<file path="config.mk">
export PLATFORM = sky130hd
export DESIGN_NAME = pc_stack_counter_flat
export DESIGN_NICKNAME = d
export VERILOG_FILES = /design/src/rtl/pc_pkg.sv /design/src/rtl/pc_stack_counter_if.sv /design/src/rtl/ret_stack.sv /design/src/rtl/pc_stack_counter.sv /design/src/flat_wrapper.sv
export SDC_FILE = /design/constraint.sdc
export NUM_CORES = 1
export LEC_CHECK = 0
export ABC_AREA = 1
export BUFFER_PORTS_ARGS = -buffer_cell sky130_fd_sc_hd__clkbuf_2
export CAP_MARGIN = 20
export CORE_UTILIZATION = 30
export CTS_CLUSTER_SIZE = 14
export DETAILED_ROUTE_END_ITERATION = 8
export GPL_TIMING_DRIVEN = 0
export PLACE_DENSITY = 0.47
export SLEW_MARGIN = 20
export SYNTH_ARGS = -nofsm -noshare
export SYNTH_HDL_FRONTEND = slang
export SYNTH_SLANG_ARGS = --single-unit
</file>
<file path="constraint.sdc">
create_clock -name clk -period 5.4 [get_ports clk]
set_input_delay 0 -clock clk [delete_from_list [all_inputs] [get_ports clk]]
set_output_delay 0 -clock clk [all_outputs]
set_load 0.01 [all_outputs]
</file>
<file path="src/rtl/pc_pkg.sv">
// Shared types and helpers for the stack-capable program counter.
package pc_pkg;

  // Decoded command for one enabled cycle. OP_ERR advances like OP_INC.
  typedef enum logic [2:0] {
    OP_HOLD,
    OP_INC,
    OP_LOAD,
    OP_CALL,
    OP_RET,
    OP_ERR
  } op_t;

  // Widest counter the helper handles; callers zero-extend and truncate back.
  localparam int MAX_W           = 32;
  localparam int DEF_STACK_DEPTH = 4;
  localparam int DEPTH_W         = $clog2(DEF_STACK_DEPTH + 1);

  typedef logic [MAX_W-1:0] pc_word_t;

  // Next counter value for a decoded op. Wrap is applied by the caller's truncation.
  function automatic pc_word_t next_pc(input pc_word_t q, input op_t op,
                                       input pc_word_t d, input pc_word_t top);
    pc_word_t r;
    case (op)
      OP_INC, OP_ERR:   r = q + 1;
      OP_LOAD, OP_CALL: r = d;
      OP_RET:           r = top;
      default:          r = q;
    endcase
    return r;
  endfunction

endpackage

</file>
<file path="src/rtl/pc_stack_counter_if.sv">
// Command/status bundle between the fetch controller and the program counter.
interface pc_stack_counter_if
  import pc_pkg::*;
#(
  parameter int WIDTH   = 4,
  parameter int DEPTH_W = pc_pkg::DEPTH_W
) ();
  logic               en;
  logic               load;
  logic               call;
  logic               ret;
  logic [WIDTH-1:0]   d;
  logic [WIDTH-1:0]   q;
  logic               carry;
  logic [DEPTH_W-1:0] depth;
  logic               stack_full;
  logic               stack_empty;
  logic               err;

  modport master (
    output en, load, call, ret, d,
    input  q, carry, depth, stack_full, stack_empty, err
  );

  modport slave (
    input  en, load, call, ret, d,
    output q, carry, depth, stack_full, stack_empty, err
  );
endinterface

</file>
<file path="src/rtl/ret_stack.sv">
// Return-address LIFO; top entry is read combinationally, writes on push.
module ret_stack #(
  parameter int WIDTH       = 4,
  parameter int STACK_DEPTH = 4,
  parameter int DEPTH_W     = $clog2(STACK_DEPTH + 1)
) (
  input  logic               clk,
  input  logic               reset,
  input  logic               push,
  input  logic               pop,
  input  logic [WIDTH-1:0]   din,
  output logic [WIDTH-1:0]   dout,
  output logic [DEPTH_W-1:0] depth,
  output logic               full,
  output logic               empty
);
  localparam int AW = (STACK_DEPTH > 1) ? $clog2(STACK_DEPTH) : 1;

  logic [WIDTH-1:0]   mem [2**AW];
  logic [DEPTH_W-1:0] depth_r;
  logic [AW-1:0]      wr_idx;
  logic [AW-1:0]      rd_idx;

  assign wr_idx = AW'(depth_r);
  assign rd_idx = AW'(depth_r - DEPTH_W'(1));
  assign full   = (depth_r == DEPTH_W'(STACK_DEPTH));
  assign empty  = (depth_r == '0);
  assign depth  = depth_r;
  assign dout   = mem[rd_idx];

  // Entry storage: never cleared, written only on an accepted push.
  always_ff @(posedge clk) begin
    if (!reset && push && !full) begin
      mem[wr_idx] <= din;
    end
  end

  // Occupancy count; out-of-range push/pop are dropped here as a safety net.
  always_ff @(posedge clk) begin
    if (reset) begin
      depth_r <= '0;
    end else if (push && !full) begin
      depth_r <= depth_r + DEPTH_W'(1);
    end else if (pop && !empty) begin
      depth_r <= depth_r - DEPTH_W'(1);
    end
  end
endmodule

</file>
<file path="src/rtl/pc_stack_counter.sv">
// Program counter with jump, CALL/RET through a return stack, wrap flag and error pulse.
module pc_stack_counter
  import pc_pkg::*;
#(
  parameter int               WIDTH       = 4,
  parameter int               STACK_DEPTH = 4,
  parameter logic [WIDTH-1:0] RESET_VALUE = '0
) (
  input logic               clk,
  input logic               reset,
  pc_stack_counter_if.slave bus
);
  localparam int DW = $clog2(STACK_DEPTH + 1);

  logic [WIDTH-1:0] q_r;
  logic             carry_r;
  logic             err_r;
  op_t              op;
  logic             push;
  logic             pop;
  logic             err_nxt;
  logic [WIDTH-1:0] ret_addr;
  logic [WIDTH-1:0] stk_top;
  logic [DW-1:0]    stk_depth;
  logic             stk_full;
  logic             stk_empty;

  assign ret_addr = q_r + WIDTH'(1);

  ret_stack #(
    .WIDTH       (WIDTH),
    .STACK_DEPTH (STACK_DEPTH),
    .DEPTH_W     (DW)
  ) u_stack (
    .clk   (clk),
    .reset (reset),
    .push  (push),
    .pop   (pop),
    .din   (ret_addr),
    .dout  (stk_top),
    .depth (stk_depth),
    .full  (stk_full),
    .empty (stk_empty)
  );

  // Priority decode: call+ret clash, then ret, then call (beats load), then load, else step.
  always_comb begin
    op      = OP_HOLD;
    push    = 1'b0;
    pop     = 1'b0;
    err_nxt = 1'b0;
    if (bus.en) begin
      if (bus.call && bus.ret) begin
        op      = OP_ERR;
        err_nxt = 1'b1;
      end else if (bus.ret) begin
        if (!stk_empty) begin
          op  = OP_RET;
          pop = 1'b1;
        end else begin
          op      = OP_ERR;
          err_nxt = 1'b1;
        end
      end else if (bus.call) begin
        if (!stk_full) begin
          op   = OP_CALL;
          push = 1'b1;
        end else begin
          op      = OP_ERR;
          err_nxt = 1'b1;
        end
      end else if (bus.load) begin
        op = OP_LOAD;
      end else begin
        op = OP_INC;
      end
    end
  end

  // Counter, wrap flag and error pulse; carry only reports a plain increment out of all-ones.
  always_ff @(posedge clk) begin
    if (reset) begin
      q_r     <= RESET_VALUE;
      carry_r <= 1'b0;
      err_r   <= 1'b0;
    end else begin
      err_r <= err_nxt;
      if (bus.en) begin
        q_r     <= WIDTH'(next_pc(pc_word_t'(q_r), op, pc_word_t'(bus.d), pc_word_t'(stk_top)));
        carry_r <= ((op == OP_INC) || (op == OP_ERR)) && (q_r == '1);
      end
    end
  end

  assign bus.q           = q_r;
  assign bus.carry       = carry_r;
  assign bus.err         = err_r;
  assign bus.depth       = stk_depth;
  assign bus.stack_full  = stk_full;
  assign bus.stack_empty = stk_empty;
endmodule

</file>
<file path="src/flat_wrapper.sv">
// flat-port wrapper written by rule: the top's interface ports become plain ports
module pc_stack_counter_flat import pc_pkg::*;
#(
  parameter int               WIDTH       = 4,
  parameter int               STACK_DEPTH = 4,
  parameter logic [WIDTH-1:0] RESET_VALUE = '0
)
  (clk, reset, bus_en, bus_load, bus_call, bus_ret, bus_d, bus_q, bus_carry, bus_depth, bus_stack_full, bus_stack_empty, bus_err);
  pc_stack_counter_if #(.WIDTH(WIDTH), .DEPTH_W(3)) bus_i ();
  input logic clk;
  input logic reset;
  input wire logic [$bits(bus_i.en)-1:0] bus_en;
  input wire logic [$bits(bus_i.load)-1:0] bus_load;
  input wire logic [$bits(bus_i.call)-1:0] bus_call;
  input wire logic [$bits(bus_i.ret)-1:0] bus_ret;
  input wire logic [$bits(bus_i.d)-1:0] bus_d;
  output wire logic [$bits(bus_i.q)-1:0] bus_q;
  output wire logic [$bits(bus_i.carry)-1:0] bus_carry;
  output wire logic [$bits(bus_i.depth)-1:0] bus_depth;
  output wire logic [$bits(bus_i.stack_full)-1:0] bus_stack_full;
  output wire logic [$bits(bus_i.stack_empty)-1:0] bus_stack_empty;
  output wire logic [$bits(bus_i.err)-1:0] bus_err;
  assign bus_i.en = bus_en;
  assign bus_i.load = bus_load;
  assign bus_i.call = bus_call;
  assign bus_i.ret = bus_ret;
  assign bus_i.d = bus_d;
  assign bus_q = bus_i.q;
  assign bus_carry = bus_i.carry;
  assign bus_depth = bus_i.depth;
  assign bus_stack_full = bus_i.stack_full;
  assign bus_stack_empty = bus_i.stack_empty;
  assign bus_err = bus_i.err;
  pc_stack_counter #(.WIDTH(WIDTH), .STACK_DEPTH(STACK_DEPTH), .RESET_VALUE(RESET_VALUE)) u_core (.clk(clk), .reset(reset), .bus(bus_i));
endmodule
</file>
-- Yosys cells after proc, flatten, opt, wreduce, memory -nomap -nowiden
Memory sizes are Yosys's and may differ from the RTL's.
Cells that the tools add are included.
- memories kept: 1
- flip-flop bits (word level): 9
- bits in writable memories: 16
- word-level logic and storage cells: 60
- output and inout port bits: 11
- input bits: 10
- bitwise gates (word level): 1
- $add $sub $neg: 4
- multiplexer cells: 26
- equal/unequal tests: 7
- reduce and logical (&&, ||, !) cells: 17
- memory list (memory ; words ; width ; read ports ; clocked after Yosys merged registers in ; write ports ; line ; text):
    u_core.u_stack.mem ; 4 ; 4 ; 1 ; 0 ; 1 ; ret_stack.sv:19 ; logic [WIDTH-1:0] mem [2**AW];
- operators by type and width (cell ; count):
    two-way mux 3 bit ; 7
    two-way mux 1 bit ; 17
    one-hot mux 4 bit (3 select lines) ; 1
    == test 3 bit, second input constant ; 3
    adder 4 x 1 -> 4 bit, second input constant ; 2
    == test 3 x 2 -> 1 bit, second input constant ; 2
    logical AND 1 bit ; 6
    OR reduction 2 bit ; 3
    == test 4 bit, second input constant ; 1
    adder 3 x 1 -> 3 bit, second input constant ; 1
    == test 3 x 1 -> 1 bit, second input constant ; 1
    logical NOT 1 bit ; 3
    logical NOT 3 bit ; 1
    nonzero test 3 bit ; 1
    subtractor 3 x 1 -> 3 bit, second input constant ; 1
    two-way mux 2 bit ; 1
    AND reduction 2 bit ; 1
    nonzero test 2 bit ; 1
    logical OR 1 bit ; 1
    NOT 1 bit ; 1

-- Logic depth before layout (Yosys ltp)
- depth after elaboration: 10
- gate-level depth with buffers: 9
- depth with buffers taken out: 9

-- Cells and area by module
Synthesis repeated with hierarchy kept, for this count alone.
- cells, all modules: 163
- area total of the unflattened synthesis: 1368.8 um^2
- by module, submodules not included (module ; cells each ; area each (um^2) ; instances):
    ret_stack ; 87 ; 905.9 ; 1
    pc_stack_counter ; 76 ; 462.9 ; 1

-- Worst setup path after synthesis
Ideal clock, no wire load.
- path kind: reg2reg
- start point: reg u_core.u_stack.depth_r[0], in the netlist u_core.u_stack.depth[0]
- end point: mem u_core.u_stack.mem[0][0] (enable)
- arrival time: 1.626 ns
- data required time: 5.071 ns
- setup time: 0.329 ns
- stages on the path, launching flop included: 8
- path slack: 3.445 ns
- cells stage by stage: dfxtp_1 -> clkinv_1 -> ha_1 -> nand2_1 -> nand4_1 -> inv_1 -> nand2_1 -> nor2_1
- cells in the longest elaborated chain, start to end: 10
- RTL lines (item ; line ; text):
    start, declared ; ret_stack.sv:20 ; logic [DEPTH_W-1:0] depth_r;
    start signal, assigned ; ret_stack.sv:43 ; depth_r <= depth_r + DEPTH_W'(1);
    start signal, assigned ; ret_stack.sv:45 ; depth_r <= depth_r - DEPTH_W'(1);
    == test 3 bit ; ret_stack.sv:26 ; assign full = (depth_r == DEPTH_W'(STACK_DEPTH));
    two-way mux 1 bit ; pc_stack_counter.sv:65 ; if (!stk_full) begin
    two-way mux 1 bit ; pc_stack_counter.sv:64 ; end else if (bus.call) begin
    two-way mux 1 bit ; pc_stack_counter.sv:56 ; end else if (bus.ret) begin
    two-way mux 1 bit ; pc_stack_counter.sv:53 ; if (bus.call && bus.ret) begin
    two-way mux 1 bit ; pc_stack_counter.sv:52 ; if (bus.en) begin
    logical AND 1 bit (2 in series) ; ret_stack.sv:33 ; if (!reset && push && !full) begin
    two-way mux 1 bit ; ret_stack.sv:33 ;
    two-way mux 1 bit (not written as such) ; ret_stack.sv:34 ; mem[wr_idx] <= din;
    end, declared ; ret_stack.sv:19 ;
Parallel ways exist; a longest one is shown, timed or not.

-- Final worst setup path
- start point: reg u_core.u_stack.depth_r[0], in the netlist u_core.u_stack.depth[0]
- end point: mem u_core.u_stack.mem[1][0] (enable)
Same word-level chain as after synthesis.

==> run_results.csv <==
group,metric,value,unit
status,outcome,"finished, final reports clean",
synthesis,synth_cells,167,
power,p_leak,0.7530,nW
global_route,grt_max_degree,16,
power,p_int,0.2912,mW
layout,syn2layout_area_growth,16.50,%
synthesis,synth_area_per_cell,8.129,um2
timing,setup_viol,0,
routing,drt_iter0_drc,40,
global_route,grt_usage,13.00,%
power,ir_drop,0.1650,mV
timing,tightestPinTransition,0.4073,ns
synthesis,synth_nets,183,
worst_setup_path,worstPathMaxFanout,11,
layout,fin_nets,209,
die,io_pins,21,
clock_network,numCtsBuffers,3,
power,clkPwrFrac,28.2,%
placed_design,pre_cts_ws,3.016,ns
hold_path,holdPathStages,3,
timing,worst_slack,3.050,ns
global_route,overflow,0,
synthesis,ys_seq_area_share,48.66,%
timing,tns,0,ns
clock_network,post_cts_resize_count,0,
worst_setup_path,arrival,2.28,ns
worst_setup_path,critPathCaptureType,"register",
clock_network,clk_pin_slew,0.09,ns
power,switching_power,0.1156,mW
global_route,antenna_found_initial,0,
timing,rsz0062_at_grt,"false",
worst_setup_path,critPathRequiredTime,5.33,ns
placed_design,port_buffers,20,
clock_network,cts_post_setup_buffers_inserted,0,
die,core,0.004354,mm2
clock_network,clock_latency,0.27,ns
timing,clock_skew,0.002375,ns
routing,antenna_left,0,
die,num_rows,24,
timing,fin_crit_sh,43.52,%
synthesis,ys_ff_latch,25,
synthesis,synthDistinctLibCells,22,
routing,vias_per_cell,4.652,
layout,regArea,660.6,um2
layout,n_fill_cell,476,
timing,slew_viol_final,0,
clock_network,hold_buffers,1,
job,maxCapViolations,0,
clock_network,cts-htree-levels,1,
timing,period_needed,2.350,ns
die,die_w,69.27,um
timing,slew_headroom,72.75,%
timing,hold_viol,0,
power,power_density,257.2,mW/mm2
worst_setup_path,path_class,"reg2reg",
worst_setup_path,rr_worst_depth,7,
synthesis,syn-cell-area,0.001358,mm2
global_route,grt_pass1_wl,4988,um
hold_path,hold_path.class,"in2reg",
worst_setup_path,start_kind,"register",
global_route,grt_pass1_vias,1091,
placed_design,gp_congestion,0.7257,
clock_network,cts.sinks,25,
clock_network,cts_tree,"built",
layout,multi_input_area,549.3,um2
routing,routedWlPerCell,11.93,um
power,combPwrFrac,18.6,%
die,die_y,69.27,um
power,p_sw_share,28.42,%
die,start_util,31.18,%
placed_design,hpwl,2279,um
die,dieArea,0.004798,mm2
routing,drc_errors,0,
timing,fmax,0.4255,GHz
power,pwr-share-seq,53.2,%
routing,drt_pass1_iterations,4,
layout,drive_gt1_share,16.15,%
clock_network,cts_root_buf,"clkbuf_8",
routing,wl,2912,um
synthesis,synth_warnings,0,
layout,diodes,0,
routing,vias,1135,
clock_network,clock_path_buffers,2,
## layout by cell type (no fill, tap or decap)
cell type,netlist,routed
xor2_1,2,2
dfxtp_1,9,9
clkinv_1,1,1
clkbuf_8,0,3
nor3_2,1,1
a211oi_1,1,1
and3_1,1,1
nand3_2,1,1
a21oi_1,4,4
nand2_2,1,1
inv_1,33,33
nand4_1,6,6
xnor2_1,2,2
nor2_4,1,1
buf_2,1,1
nor2_1,18,18
edfxtp_1,16,16
o21ai_0,8,8
ha_1,6,6
buf_4,2,2
nand2_1,34,34
nand3_1,16,16
dlygate4sd3_1,0,1
clkbuf_2,0,20
clkinvlp_4,0,1
o21ai_1,3,3
## registers in the layout, summed over array words and instances, names as in the netlist
register / cells
u_core.bus.err: 1
u_core.u_stack.depth: 3
u_core.bus.q: 4
u_core.u_stack.mem: 16
u_core.bus.carry: 1
## cells in the mapped netlist (all sizes together)
| cell | number | area (um2) |
|---|---|---|
| buf | 3 | 20.01 |
| a21oi | 4 | 20.02 |
| edfxtp | 16 | 480.5 |
| o21ai | 11 | 55.05 |
| xnor2 | 2 | 17.52 |
| ha | 6 | 75.07 |
| nor2 | 19 | 78.82 |
| clkinv | 1 | 3.750 |
| dfxtp | 9 | 180.2 |
| nand3 | 17 | 90.09 |
| and3 | 1 | 6.260 |
| a211oi | 1 | 7.510 |
| nand2 | 35 | 133.9 |
| nand4 | 6 | 37.54 |
| xor2 | 2 | 17.52 |
| inv | 33 | 123.9 |
| nor3 | 1 | 10.01 |
## critical path: stages, from the launching register on
cell	delay, ns
dfxtp_1	0.41
clkinv_1	0.32
ha_1	0.37
nand2_1	0.10
nand4_1	0.21
inv_1	0.14
nand2_1	0.11
nor2_1	0.35
## worst paths after layout
check	start	endpoint	slack (ns)
setup / recovery	u_core.u_stack.depth[0]	u_core.u_stack.mem[1][0]	3.05
hold / removal	bus_en	u_core.bus.err	0.08
setup reg to reg	u_core.u_stack.depth[0]	u_core.u_stack.mem[1][0]	3.05
hold reg to reg	u_core.bus.carry	u_core.bus.carry	0.48
## per-stage QoR
stage	area, um2	cells	util, %	power, mW	hold slack (ns)
after floorplan	1358	167	-	0.2712	0.06907
after detailed placement	1523	239	34.97	0.2969	0.2047
after CTS	1582	244	36.32	0.4144	0.07112
final	1582	244	36.32	0.4068	0.08064
after global routing	1582	244	36.32	0.4314	0.09940
after global placement	1523	239	34.97	0.2954	0.1995
## power by group through the flow
| stage | Combinational [mW] | Clock (mW) | Sequential [mW] |
|---|---|---|---|
| final | 0.0757 | 0.115 | 0.216 |
| after detailed placement | 0.0760 | 0 | 0.221 |
| after global placement | 0.0748 | 0 | 0.221 |
| after global routing | 0.0868 | 0.127 | 0.217 |
| after CTS | 0.0771 | 0.121 | 0.216 |
| after floorplan | 0.0492 | 0 | 0.222 |
## area by class of cell
cell class / count / share of cell area, %
Buffer: 3 / 1.266
Timing Repair Buffer: 21 / 6.962
Clock buffer: 3 / 2.611
Clock inverter: 1 / 0.4747
Multi-Input combinational cell: 105 / 34.73
Inverter: 34 / 8.070
Sequential cell: 25 / 41.77
Tap cell: 52 / 4.114
## cell families after synthesis
kind of cell	synth area share, %
AOI/OAI and AO/OA	6.083
xor gates and xnor gates	2.581
adders and majority gates	5.530
buffers and inverters	10.87
DFF	48.66
and+or+nand+nor	26.27
## metal layers
layer	vias up	GRT usage, %	wire [um]
met5	-	0	0
met4	0	2.721	20
met3	2	3.052	74
met2	16	22.22	1423
met1	533	16.70	1394
li1	584	-	-
Power figures use the tool's default switching activity.
